File: src/rtl/spi_stream_tx.sv
// spi_stream_tx
//   Multi-channel serial pattern transmitter. Each channel repeatedly sends a
//   self-incrementing WIDTH-bit word, MSB first, on its own CS/SCLK/SDO
//   lines while its enable is high. One shared clock divider produces the
//   SCLK half-period tick, so every channel stays tick-aligned.
//
// Ports
//   CLK_IN      system clock
//   RST_N       asynchronous active-low reset
//   enable      per-channel run request (sampled only on ticks in IDLE and
//               at the end of the inter-frame gap)
//   CS          per-channel chip select, active low
//   SCLK        per-channel serial clock, idles at CPOL
//   SDO         per-channel serial data, MSB first, changes on trailing edge
//   busy        high while the channel FSM is not in IDLE
//   frame_done  one-cycle pulse when a frame completes

module spi_stream_tx #(
   parameter int          NUM_CH      = 2,
   parameter int          WIDTH       = 16,
   parameter int          DIVISOR     = 200,
   parameter int          CS_GAP      = 2,
   parameter bit          CPOL        = 1'b0,
   parameter logic [31:0] START_VALUE = 32'd0,
   parameter logic [31:0] STEP        = 32'd1
) (
   input  logic              CLK_IN,
   input  logic              RST_N,
   input  logic [NUM_CH-1:0] enable,
   output logic [NUM_CH-1:0] CS,
   output logic [NUM_CH-1:0] SCLK,
   output logic [NUM_CH-1:0] SDO,
   output logic [NUM_CH-1:0] busy,
   output logic [NUM_CH-1:0] frame_done
);

   localparam int DIV_W = (DIVISOR > 1) ? $clog2(DIVISOR) : 1;
   localparam int BIT_W = $clog2(WIDTH);
   localparam int GAP_W = (CS_GAP > 1) ? $clog2(CS_GAP) : 1;

   localparam logic [DIV_W-1:0] DIV_LAST  = DIV_W'(DIVISOR - 1);
   localparam logic [BIT_W-1:0] BIT_LAST  = BIT_W'(WIDTH - 1);
   localparam logic [GAP_W-1:0] GAP_LAST  = GAP_W'(CS_GAP - 1);
   localparam logic [WIDTH-1:0] WORD_INIT = START_VALUE[WIDTH-1:0];
   localparam logic [WIDTH-1:0] WORD_STEP = STEP[WIDTH-1:0];

   typedef enum logic [1:0] {
      ST_IDLE  = 2'd0,
      ST_SHIFT = 2'd1,
      ST_GAP   = 2'd2
   } state_t;

   // ---------------------------------------------------------------
   // Shared tick: down-counter that reloads on the cycle it reads zero.
   // With DIVISOR=1 the counter is always zero and tick is constant high.
   // ---------------------------------------------------------------
   logic [DIV_W-1:0] div_cnt_reg;
   logic             tick;

   assign tick = (div_cnt_reg == '0);

   always_ff @(posedge CLK_IN or negedge RST_N) begin
      if (!RST_N) begin
         div_cnt_reg <= DIV_LAST;
      end else if (tick) begin
         div_cnt_reg <= DIV_LAST;
      end else begin
         div_cnt_reg <= div_cnt_reg - DIV_W'(1);
      end
   end

   // ---------------------------------------------------------------
   // Per-channel serialiser
   // ---------------------------------------------------------------
   for (genvar gi = 0; gi < NUM_CH; gi++) begin : g_ch
      state_t           state_reg, state_next;
      logic             cs_reg, cs_next;
      logic             sclk_reg, sclk_next;
      logic             sdo_reg, sdo_next;
      logic             done_reg, done_next;
      logic [WIDTH-1:0] word_reg, word_next;
      logic [WIDTH-1:0] shift_reg, shift_next;
      logic [BIT_W-1:0] bit_reg, bit_next;
      logic [GAP_W-1:0] gap_reg, gap_next;

      always_ff @(posedge CLK_IN or negedge RST_N) begin
         if (!RST_N) begin
            state_reg <= ST_IDLE;
            cs_reg    <= 1'b1;
            sclk_reg  <= CPOL;
            sdo_reg   <= 1'b0;
            done_reg  <= 1'b0;
            word_reg  <= WORD_INIT;
            shift_reg <= '0;
            bit_reg   <= '0;
            gap_reg   <= '0;
         end else begin
            state_reg <= state_next;
            cs_reg    <= cs_next;
            sclk_reg  <= sclk_next;
            sdo_reg   <= sdo_next;
            done_reg  <= done_next;
            word_reg  <= word_next;
            shift_reg <= shift_next;
            bit_reg   <= bit_next;
            gap_reg   <= gap_next;
         end
      end

      always_comb begin
         state_next = state_reg;
         cs_next    = cs_reg;
         sclk_next  = sclk_reg;
         sdo_next   = sdo_reg;
         done_next  = 1'b0;            // frame_done is a single-cycle pulse
         word_next  = word_reg;
         shift_next = shift_reg;
         bit_next   = bit_reg;
         gap_next   = gap_reg;

         if (tick) begin
            case (state_reg)
               ST_IDLE: begin
                  if (enable[gi]) begin
                     state_next = ST_SHIFT;
                     cs_next    = 1'b0;
                     sclk_next  = CPOL;
                     shift_next = word_reg;
                     sdo_next   = word_reg[WIDTH-1];
                     bit_next   = BIT_LAST;
                  end
               end

               ST_SHIFT: begin
                  if (sclk_reg == CPOL) begin
                     // leading edge: receiver samples, data holds
                     sclk_next = ~CPOL;
                  end else if (bit_reg != '0) begin
                     // trailing edge: present the next bit
                     sclk_next  = CPOL;
                     shift_next = {shift_reg[WIDTH-2:0], 1'b0};
                     sdo_next   = shift_reg[WIDTH-2];
                     bit_next   = bit_reg - BIT_W'(1);
                  end else begin
                     // last trailing edge closes the frame
                     state_next = ST_GAP;
                     sclk_next  = CPOL;
                     cs_next    = 1'b1;
                     sdo_next   = 1'b0;
                     done_next  = 1'b1;
                     word_next  = word_reg + WORD_STEP;
                     gap_next   = GAP_LAST;
                  end
               end

               ST_GAP: begin
                  if (gap_reg != '0) begin
                     gap_next = gap_reg - GAP_W'(1);
                  end else if (enable[gi]) begin
                     // back-to-back frame: CS drops on the gap's last tick
                     state_next = ST_SHIFT;
                     cs_next    = 1'b0;
                     sclk_next  = CPOL;
                     shift_next = word_reg;
                     sdo_next   = word_reg[WIDTH-1];
                     bit_next   = BIT_LAST;
                  end else begin
                     state_next = ST_IDLE;
                  end
               end

               default: begin
                  state_next = ST_IDLE;
                  cs_next    = 1'b1;
                  sclk_next  = CPOL;
                  sdo_next   = 1'b0;
               end
            endcase
         end
      end

      assign CS[gi]         = cs_reg;
      assign SCLK[gi]       = sclk_reg;
      assign SDO[gi]        = sdo_reg;
      assign busy[gi]       = (state_reg != ST_IDLE);
      assign frame_done[gi] = done_reg;
   end

endmodule

File: config.mk
export PLATFORM = sky130hd
export DESIGN_NAME = spi_stream_tx
export DESIGN_NICKNAME = d
export VERILOG_FILES = /design/src/rtl/spi_stream_tx.sv
export SDC_FILE = /design/constraint.sdc
export NUM_CORES = 1
export LEC_CHECK = 0
export CAP_MARGIN = 10
export CORE_ASPECT_RATIO = 0.7
export CORE_MARGIN = 2
export CORE_UTILIZATION = 30
export CTS_CLUSTER_SIZE = 20
export DETAILED_ROUTE_END_ITERATION = 7
export PLACE_DENSITY = 0.48
export SLEW_MARGIN = 0
export SYNTH_ARGS = -nofsm -noshare
export SYNTH_HDL_FRONTEND = slang
export SYNTH_SLANG_ARGS = --single-unit
File: constraint.sdc
create_clock -name CLK_IN -period 2.41 [get_ports CLK_IN]
set_input_delay 0.723 -clock CLK_IN [delete_from_list [all_inputs] [get_ports CLK_IN]]
set_output_delay 0.723 -clock CLK_IN [all_outputs]
set_load 0.005 [all_outputs]
==> results of run 1 <==
==> worst reg2reg max path: cells and delay by family (launching register included) <==
family | cells | cell delay (ns)
and+or+nand+nor | 2 | 0.91
DFF | 1 | 0.38
muxes | 1 | 0.35
buffers and inverters | 2 | 0.31
adders and majority gates | 1 | 0.18
==> timing repair <==
item / CTS / global route
endpoints found under the setup margin: 0 / 1
resized for setup: 0 / 1
endpoints found under the hold margin: 0 / 0
==> power by group through the flow <==
| stage | registers [mW] | logic, mW | clock network [mW] |
|---|---|---|---|
| after floorplan | 1.58 | 0.0292 | 0 |
| after global placement | 1.58 | 0.0868 | 0 |
| after detailed placement | 1.58 | 0.0876 | 0 |
| after CTS | 1.55 | 0.0878 | 1.57 |
| after global routing | 1.55 | 0.0972 | 1.63 |
| final | 1.55 | 0.0833 | 1.51 |
==> Yosys cell counts (all sizes together), types with 2 or more instances <==
cell type and instances:
a41oi 2, nand3b 2, inv 13, and3 14
nor3 5, o31ai 4, or2 2, a21o 4
nand2b 5, a31oi 20, and4 3, o21ai 8
nand2 83, and2 3, clkbuf 15, a21oi 23
xnor2 29, nor2b 4, xor2 3, buf 17
nand4 18, a21boi 2, dfstp 7, or3b 3
dfrtp 85, nor2 13, nor3b 2, nand3 14
mux2 19, o41ai 4, ha 6, nor4 4
==> cell type report <==
type,instances,share of cell area
tap,195,0.0459
clock buffer,11,0.0457
inverter,13,0.00918
timing repair buffer,42,0.0704
sequential,92,0.435
clock inverter,4,0.0139
multi-input combinational,315,0.380
==> path summary, 6_finish.rpt <==
path                       slack, ns                             start  cells after the start                         endpoint
min                             0.35                             RST_N                      1  g_ch[1].word_reg[1]$_DFFE_PN0P_
max                             0.12  g_ch[0].state_reg[0]$_DFFE_PN0P_                      2                          busy[0]
max in group asynchronous       1.42                             RST_N                      2         div_cnt_reg[0]$_DFF_PN1_
min reg2reg                     0.47          div_cnt_reg[0]$_DFF_PN1_                      1         div_cnt_reg[0]$_DFF_PN1_
max reg2reg                     0.17          div_cnt_reg[0]$_DFF_PN1_                      6  g_ch[0].word_reg[1]$_DFFE_PN0P_
min in group CLK_IN             0.47          div_cnt_reg[0]$_DFF_PN1_                      1         div_cnt_reg[0]$_DFF_PN1_
==> cells in the final DEF (no fill, tap or decap), types with 2 or more instances in the layout <==
| master | instances |
|---|---|
| dfrtp_1 | 85 |
| clkbuf_16 | 9 |
| mux2_2 | 19 |
| a31oi_1 | 20 |
| and3_1 | 14 |
| ha_1 | 6 |
| o31ai_1 | 4 |
| buf_12 | 2 |
| a21oi_1 | 23 |
| or3b_2 | 3 |
| and4_1 | 3 |
| a41oi_1 | 2 |
| nand2b_1 | 5 |
| nor3b_1 | 2 |
| inv_1 | 13 |
| nand3b_1 | 2 |
| nor2b_1 | 4 |
| xnor2_1 | 29 |
| clkdlybuf4s50_1 | 12 |
| xor2_1 | 3 |
| nand2_1 | 83 |
| nand3_1 | 14 |
| a21o_1 | 3 |
| and2_1 | 3 |
| nor4_4 | 3 |
| a21boi_0 | 2 |
| nor2_1 | 12 |
| bufinv_16 | 2 |
| nand4_1 | 18 |
| dfstp_2 | 7 |
| buf_4 | 27 |
| o41ai_1 | 4 |
| o21ai_0 | 8 |
| nor3_1 | 5 |
| or2_2 | 2 |
==> kinds of logic after synthesis <==
logic type | count (synthesis)
AO/OA/AOI/OAI | 78
adder cells (fa/ha/maj) | 6
AND/OR/NAND/NOR | 179
XOR/XNOR | 32
flip-flops | 92
multiplexers | 20
buffers and inverters | 45
==> metrics by stage <==
step	worst slack (ns)	std cells	hold slack [ns]	power, mW
global placement	0.134	657	0.453	1.67
CTS	0.0919	672	0.362	3.21
finish	0.121	672	0.354	3.14
global route	0.0305	672	0.379	3.28
floorplan	0.0842	452	0.427	1.61
detailed placement	0.129	657	0.457	1.67
==> layer usage <==
metal / global-route usage / up-vias / routed length (um)
li1: - / 1630 / -
met1: 0.191 / 1622 / 5210
met2: 0.194 / 46 / 4200
met4: 0.0494 / 0 / 146
met3: 0.0315 / 11 / 297
met5: 0 / - / 0
==> results.toml, run 1 <==
[logic_synthesis]
yosysSeqAreaShare = 0.508
ys.flop_type = "dfrtp_1"
syn_area_per_cell_um2 = 10.1
synth-simple-area-share = 0.206
synthAdderAreaFrac = 0.0165
synth-edff-count = 0
yosys.area_share.xor_xnor = 0.0616
synth_area_leader_cell = "dfrtp_1"
muxShareOfSynthArea = 0.0492
synth_top_cell_area_share = 0.467
async_reset_ff_frac = 1.00
synth-seq-cells = 92
ys_top_cells_by_area = "dfrtp_1, nand2_1, xnor2_1, mux2_2, dfstp_2"
synth_top_family_by_area = "simple AND/OR/NAND/NOR gates"
synth_warnings = 0
syn-cell-area_um2 = 4550
yosysUniqueCellTypes = 53
synth_compound_area_frac = 0.111
syn_nets = 462
syn_inst = 452

[floorplan]
initial_utilization = 0.308
die_y_um = 107
fp-row-count = 37
die_w_um = 151
core_area_um2 = 14800
dieArea_um2 = 16200
ioPinCount = 14

[finish]
multiInputGateArea_um2 = 2020
syn_to_final_growth_pct = 16.8
fillCellCount = 1465
diodes = 0
final_nets = 483
fin_util = 0.360
ff_latch_area_um2 = 2310
largest_reg_flops = 32
final_cell_area_um2 = 5320
drive_above_1_share = 0.172

[worst_setup_path]
cp.required_ns = 1.69
end_kind = "primary output"
cp_max_fo = 8
crit_type = "reg -> out"
cp_num_buf_inv = 1
arrival_ns = 1.57
startpoint_type = "register"
slowest_stage = "dfrtp_1"
max_stage_delay_ns = 0.46
path_cells = "or2_2 > clkdlybuf4s50_1"
crit_family = "flip-flops"

[placed_design]
dp_hpwl_mm = 6.88
port_buffers = 13
gp_congestion = 0.750
placed_cell_area_um2 = 4990

[route]
drt_pass1_iterations = 5
wire_per_inst_um = 14.7
vias = 3309
initialDrtViolationCount = 200
antenna_left = 0
wl_mm = 9.85
avgViaCountPerCell = 4.92
drc = 0

[pwr]
peakVddDrop_v = 0.000385
p_clk_frac = 0.479
power_density_nw_per_um2 = 591
power.internal_mw = 2.51
switching_share = 0.202
p_sw_mw = 0.636
p_leak_nw = 2.35
combPwrFrac = 0.026
seqPwrFrac = 0.494

[clock_tree]
cts_tree = "yes"
cts_hold_buffers = 0
clk_latency_ns = 0.34
cts_buffers = 9
htree_levels = 3
path_clk_slew_ns = 0.06
clockRootBuffer = "clkbuf_16"
cts_sinks = 92
post_cts_buffers = 0
clk_path_buf_depth = 2

[grt]
grt_pass1_vias = 3330
grt_usage = 0.133
antenna_found_initial = 0
grt_max_degree = 38
grt_pass1_wl_mm = 16.8
grt-ovfl-total = 0

[sta]
period_share = 0.950
maxSlewHeadroom = 0.644
rsz0062_at_grt = "false"
tightest_slew_ns = 0.533
min_period_ns = 2.29
slew_viol_final = 0
max_freq_mhz = 437
tns_ns = 0
fin_skew_ns = 0.00629
final_hold_viol_count = 0
setup_viol = 0

[worst_hold_path]
hp-class = "in -> async"

[outcome]
run_status = "finished clean"

[flow_run]
drv_cap = 0
(Power assumes the default switching activity.)
==> inputs of run 2 (changes only) <==
Settings changed: CAP_MARGIN 10 to 15, CORE_ASPECT_RATIO 0.7 to 1.1.
==> results.toml, run 2 (synthesis gave the netlist of run 1 again) <==
[outcome]
run_status = "finished clean"

[grt]
grt_max_degree = 93
antenna_found_initial = 0
grt-ovfl-total = 0
grt_pass1_vias = 3281
grt_pass1_wl_mm = 16.4
grt_usage = 0.127

[placed_design]
port_buffers = 13
dp_hpwl_mm = 6.35
placed_cell_area_um2 = 4960
gp_congestion = 0.730

[clock_tree]
post_cts_buffers = 0
clk_latency_ns = 0.33
clockRootBuffer = "clkbuf_16"
cts_buffers = 9
cts_tree = "yes"
htree_levels = 3
clk_path_buf_depth = 2
cts.repair.resized = 0
path_clk_slew_ns = 0.06
cts_sinks = 92
cts_hold_buffers = 0

[flow_run]
drv_cap = 0

[worst_hold_path]
hp-class = "in -> async"

[floorplan]
initial_utilization = 0.305
die_w_um = 121
fp-row-count = 47
die_y_um = 133
core_area_um2 = 14900
ioPinCount = 14
dieArea_um2 = 16200

[finish]
drive_above_1_share = 0.150
fillCellCount = 1567
final_nets = 473
largest_reg_flops = 32
final_cell_area_um2 = 5240
final_common_cell = "dfrtp_1"
fin_util = 0.351
diodes = 0
layout.cells.most_common_list = "dfrtp_1, nand2_1, xnor2_1"
syn_to_final_growth_pct = 15.2

[sta]
max_freq_mhz = 439
tightest_slew_ns = 0.653
maxSlewHeadroom = 0.563
setup_viol = 0
tns_ns = 0
rsz0062_at_grt = "false"
slew_viol_final = 0
fin_skew_ns = 0.00373
final_hold_viol_count = 0
period_share = 0.946
min_period_ns = 2.28

[worst_setup_path]
r2r_start = "g_ch[1].bit_reg[0]$_DFFE_PN0P_"
r2r.worst_path.cells = 7
end_kind = "register"
reg2reg_setup_slack_ns = 0.13
cp.required_ns = 2.63
cp_max_fo = 19
crit_type = "reg -> reg"
timing.rr.end = "g_ch[1].shift_reg[3]$_DFFE_PN0P_"
startpoint_type = "register"
arrival_ns = 2.50

[route]
wl_mm = 9.40
wire_per_inst_um = 14.2
vias = 3291
initialDrtViolationCount = 125
antenna_left = 0
avgViaCountPerCell = 4.96
drt_pass1_iterations = 4
drc = 0

[pwr]
p_clk_frac = 0.460
p_leak_nw = 2.29
combPwrFrac = 0.027
peakVddDrop_v = 0.000494
switching_share = 0.207
p_sw_mw = 0.625
power.internal_mw = 2.40
seqPwrFrac = 0.514
power_density_nw_per_um2 = 577
run 2: area by class of cell:
class                   count  area (um^2)  area share
flip-flops and latches     92         2310       0.441
multi-input cells         315         2020       0.385
repair buffers             32          333      0.0635
clock buffers              13          250      0.0477
well taps                 196          245      0.0468
inverters                  13         48.8     0.00931
clock inverters             2         35.0     0.00668
run 2: critical path: stages, from the launching register on:
cell,delay [ns]
dfrtp_1,0.42
inv_1,0.08
ha_1,0.20
or3b_2,0.57
nand2_1,0.18
a211o_1,0.19
buf_12,0.17
mux2_2,0.34
run 2: worst max path at each step:
stage	startpoint	endpoint	slack (ns)	cells after the start
3_3_place_gp	enable[0]	g_ch[0].bit_reg[2]$_DFFE_PN0P_	0.06	6
4_1_cts	g_ch[1].bit_reg[0]$_DFFE_PN0P_	g_ch[1].shift_reg[7]$_DFFE_PN0P_	0.11	7
6_report	g_ch[1].bit_reg[0]$_DFFE_PN0P_	g_ch[1].shift_reg[3]$_DFFE_PN0P_	0.13	7
5_1_grt	g_ch[1].bit_reg[0]$_DFFE_PN0P_	g_ch[1].shift_reg[7]$_DFFE_PN0P_	0.01	7
2_1_floorplan	g_ch[1].bit_reg[0]$_DFFE_PN0P_	g_ch[1].bit_reg[0]$_DFFE_PN0P_	0.08	9
3_5_place_dp	enable[0]	g_ch[0].bit_reg[2]$_DFFE_PN0P_	0.08	6
run 2: power by group through the flow:
stage	Sequential (mW)	Clock [mW]	Combinational (mW)
2_1_floorplan	1.58	0	0.0292
3_3_place_gp	1.58	0	0.0837
5_1_grt	1.55	1.51	0.0943
6_report	1.55	1.39	0.0811
3_5_place_dp	1.58	0	0.0849
4_1_cts	1.55	1.44	0.0852
run 2: metrics by stage:
stage	cells	power (mW)	hold WS [ns]	setup WS (ns)
floorplan	452	1.61	0.427	0.0842
global placement	648	1.67	0.455	0.0565
detailed placement	648	1.67	0.455	0.0831
CTS	663	3.08	0.454	0.112
global route	663	3.15	0.474	0.0104
finish	663	3.02	0.439	0.130
run 2: routing by layer:
| metal | track usage | wire length [um] | up-vias |
|---|---|---|---|
| met5 | 0 | 0 | - |
| met4 | 0.0383 | 70 | 0 |
| met3 | 0.0407 | 271 | 4 |
| met2 | 0.200 | 4430 | 40 |
| met1 | 0.168 | 4630 | 1643 |
| li1 | - | - | 1604 |
==> inputs of run 3 (changes only) <==
Settings changed: CORE_UTILIZATION 30 to 45, PLACE_DENSITY 0.48 to 0.66.
==> results.toml, run 3 (synthesis gave the netlist of run 1 again) <==
[finish]
final_common_cell = "dfrtp_1"
largest_reg_flops = 32
layout.cells.most_common_list = "dfrtp_1, nand2_1, xnor2_1"
syn_to_final_growth_pct = 11.9
drive_above_1_share = 0.158
diodes = 0
final_nets = 474

[clock_tree]
clk_latency_ns = 0.36
clockRootBuffer = "clkbuf_8"
htree_levels = 3
cts.repair.resized = 0
path_clk_slew_ns = 0.09
cts_sinks = 92
post_cts_buffers = 0
cts_buffers = 9
clk_path_buf_depth = 2
cts_hold_buffers = 0
cts_tree = "yes"

[route]
wl_met3_um = 229
wire_per_inst_um = 14.8
drc = 0
avgViaCountPerCell = 5.57
wl_met1_mm = 4.09
antenna_left = 0
route.met2.wl_mm = 4.27
wl_mm = 8.72
top_layer = "met4"
drt_pass1_iterations = 4
initialDrtViolationCount = 82
vias = 3283

[sta]
fin_hold_ws_ns = 0.281
tightest_slew_ns = 0.510
min_period_ns = 2.30
period_share = 0.956
final_hold_viol_count = 0
slew_viol_final = 0
rsz0062_at_grt = "false"
max_freq_mhz = 434
setup_viol = 0
fin_skew_ns = 0.00817
maxSlewHeadroom = 0.659
tns_ns = 0

[pwr]
power_density_nw_per_um2 = 564
p_leak_nw = 2.26
peakVddDrop_v = 0.000308

[floorplan]
fp-row-count = 38
die_y_um = 109
die_w_um = 99.9
dieArea_um2 = 10900
initial_utilization = 0.462
core_area_um2 = 9840
ioPinCount = 14

[grt]
grt_max_degree = 48
antenna_found_initial = 0
grt_usage = 0.180
grt-ovfl-total = 0
grt_pass1_vias = 3257
grt_pass1_wl_mm = 15.6

[worst_setup_path]
path_cells = "or2_2 > clkdlybuf4s50_1"
cp.required_ns = 1.69
crit_type = "reg -> out"
arrival_ns = 1.58
startpoint_type = "register"
r2r_start = "g_ch[1].bit_reg[0]$_DFFE_PN0P_"
end_kind = "primary output"
cp_num_buf_inv = 1
startpoint = "g_ch[0].state_reg[0]$_DFFE_PN0P_"
cp_max_fo = 8
max_stage_delay_ns = 0.46
crit_family = "flip-flops"
slowest_stage = "dfrtp_1"

[worst_hold_path]
hp-class = "in -> async"

[flow_run]
drv_cap = 0

[placed_design]
dp_hpwl_mm = 6.07
gp_congestion = 0.821
port_buffers = 13

[outcome]
run_status = "finished clean"
run 3: worst paths after layout:
kind | to | slack [ns] | cells after the start
min reg2reg | div_cnt_reg[0]$_DFF_PN1_ | 0.47 | 1
max | busy[0] | 0.11 | 2
max in group asynchronous | div_cnt_reg[1]$_DFF_PN1_ | 1.49 | 2
min in group CLK_IN | div_cnt_reg[0]$_DFF_PN1_ | 0.47 | 1
min | g_ch[1].done_reg$_DFF_PN0_ | 0.28 | 1
max reg2reg | g_ch[1].shift_reg[4]$_DFFE_PN0P_ | 0.13 | 7
run 3: area by class of cell:
cell class | count | area, um^2
clock buffer | 10 | 128
clock inverter | 6 | 113
fill | 909 | 4750
inverter | 13 | 48.8
multi-input combinational | 315 | 2020
sequential | 92 | 2310
tap | 120 | 150
timing repair buffer | 33 | 319
run 3: where the power goes:
| group | leakage [nW] | total (mW) | switching [mW] | internal [mW] |
|---|---|---|---|---|
| combinational | 0.938 | 0.0805 | 0.0551 | 0.0254 |
| clock | 0.109 | 1.24 | 0.551 | 0.689 |
| sequential | 1.21 | 1.55 | 0.00564 | 1.55 |
run 3: metal layers:
layer  track usage  vias up
met5             0        -
met3        0.0318       11
met1         0.233     1624
met4        0.0695        0
li1              -     1610
met2         0.303       38
run 3: through the flow:
step	cell area, um^2	util	worst slack (ns)	instances	total power, mW
floorplan	4550	-	0.0842	452	1.61
global placement	4850	0.492	0.114	573	1.66
detailed placement	4850	0.492	0.0882	573	1.67
CTS	5090	0.517	0.0774	589	2.91
global route	5090	0.517	0.0135	589	2.99
finish	5090	0.517	0.106	589	2.87
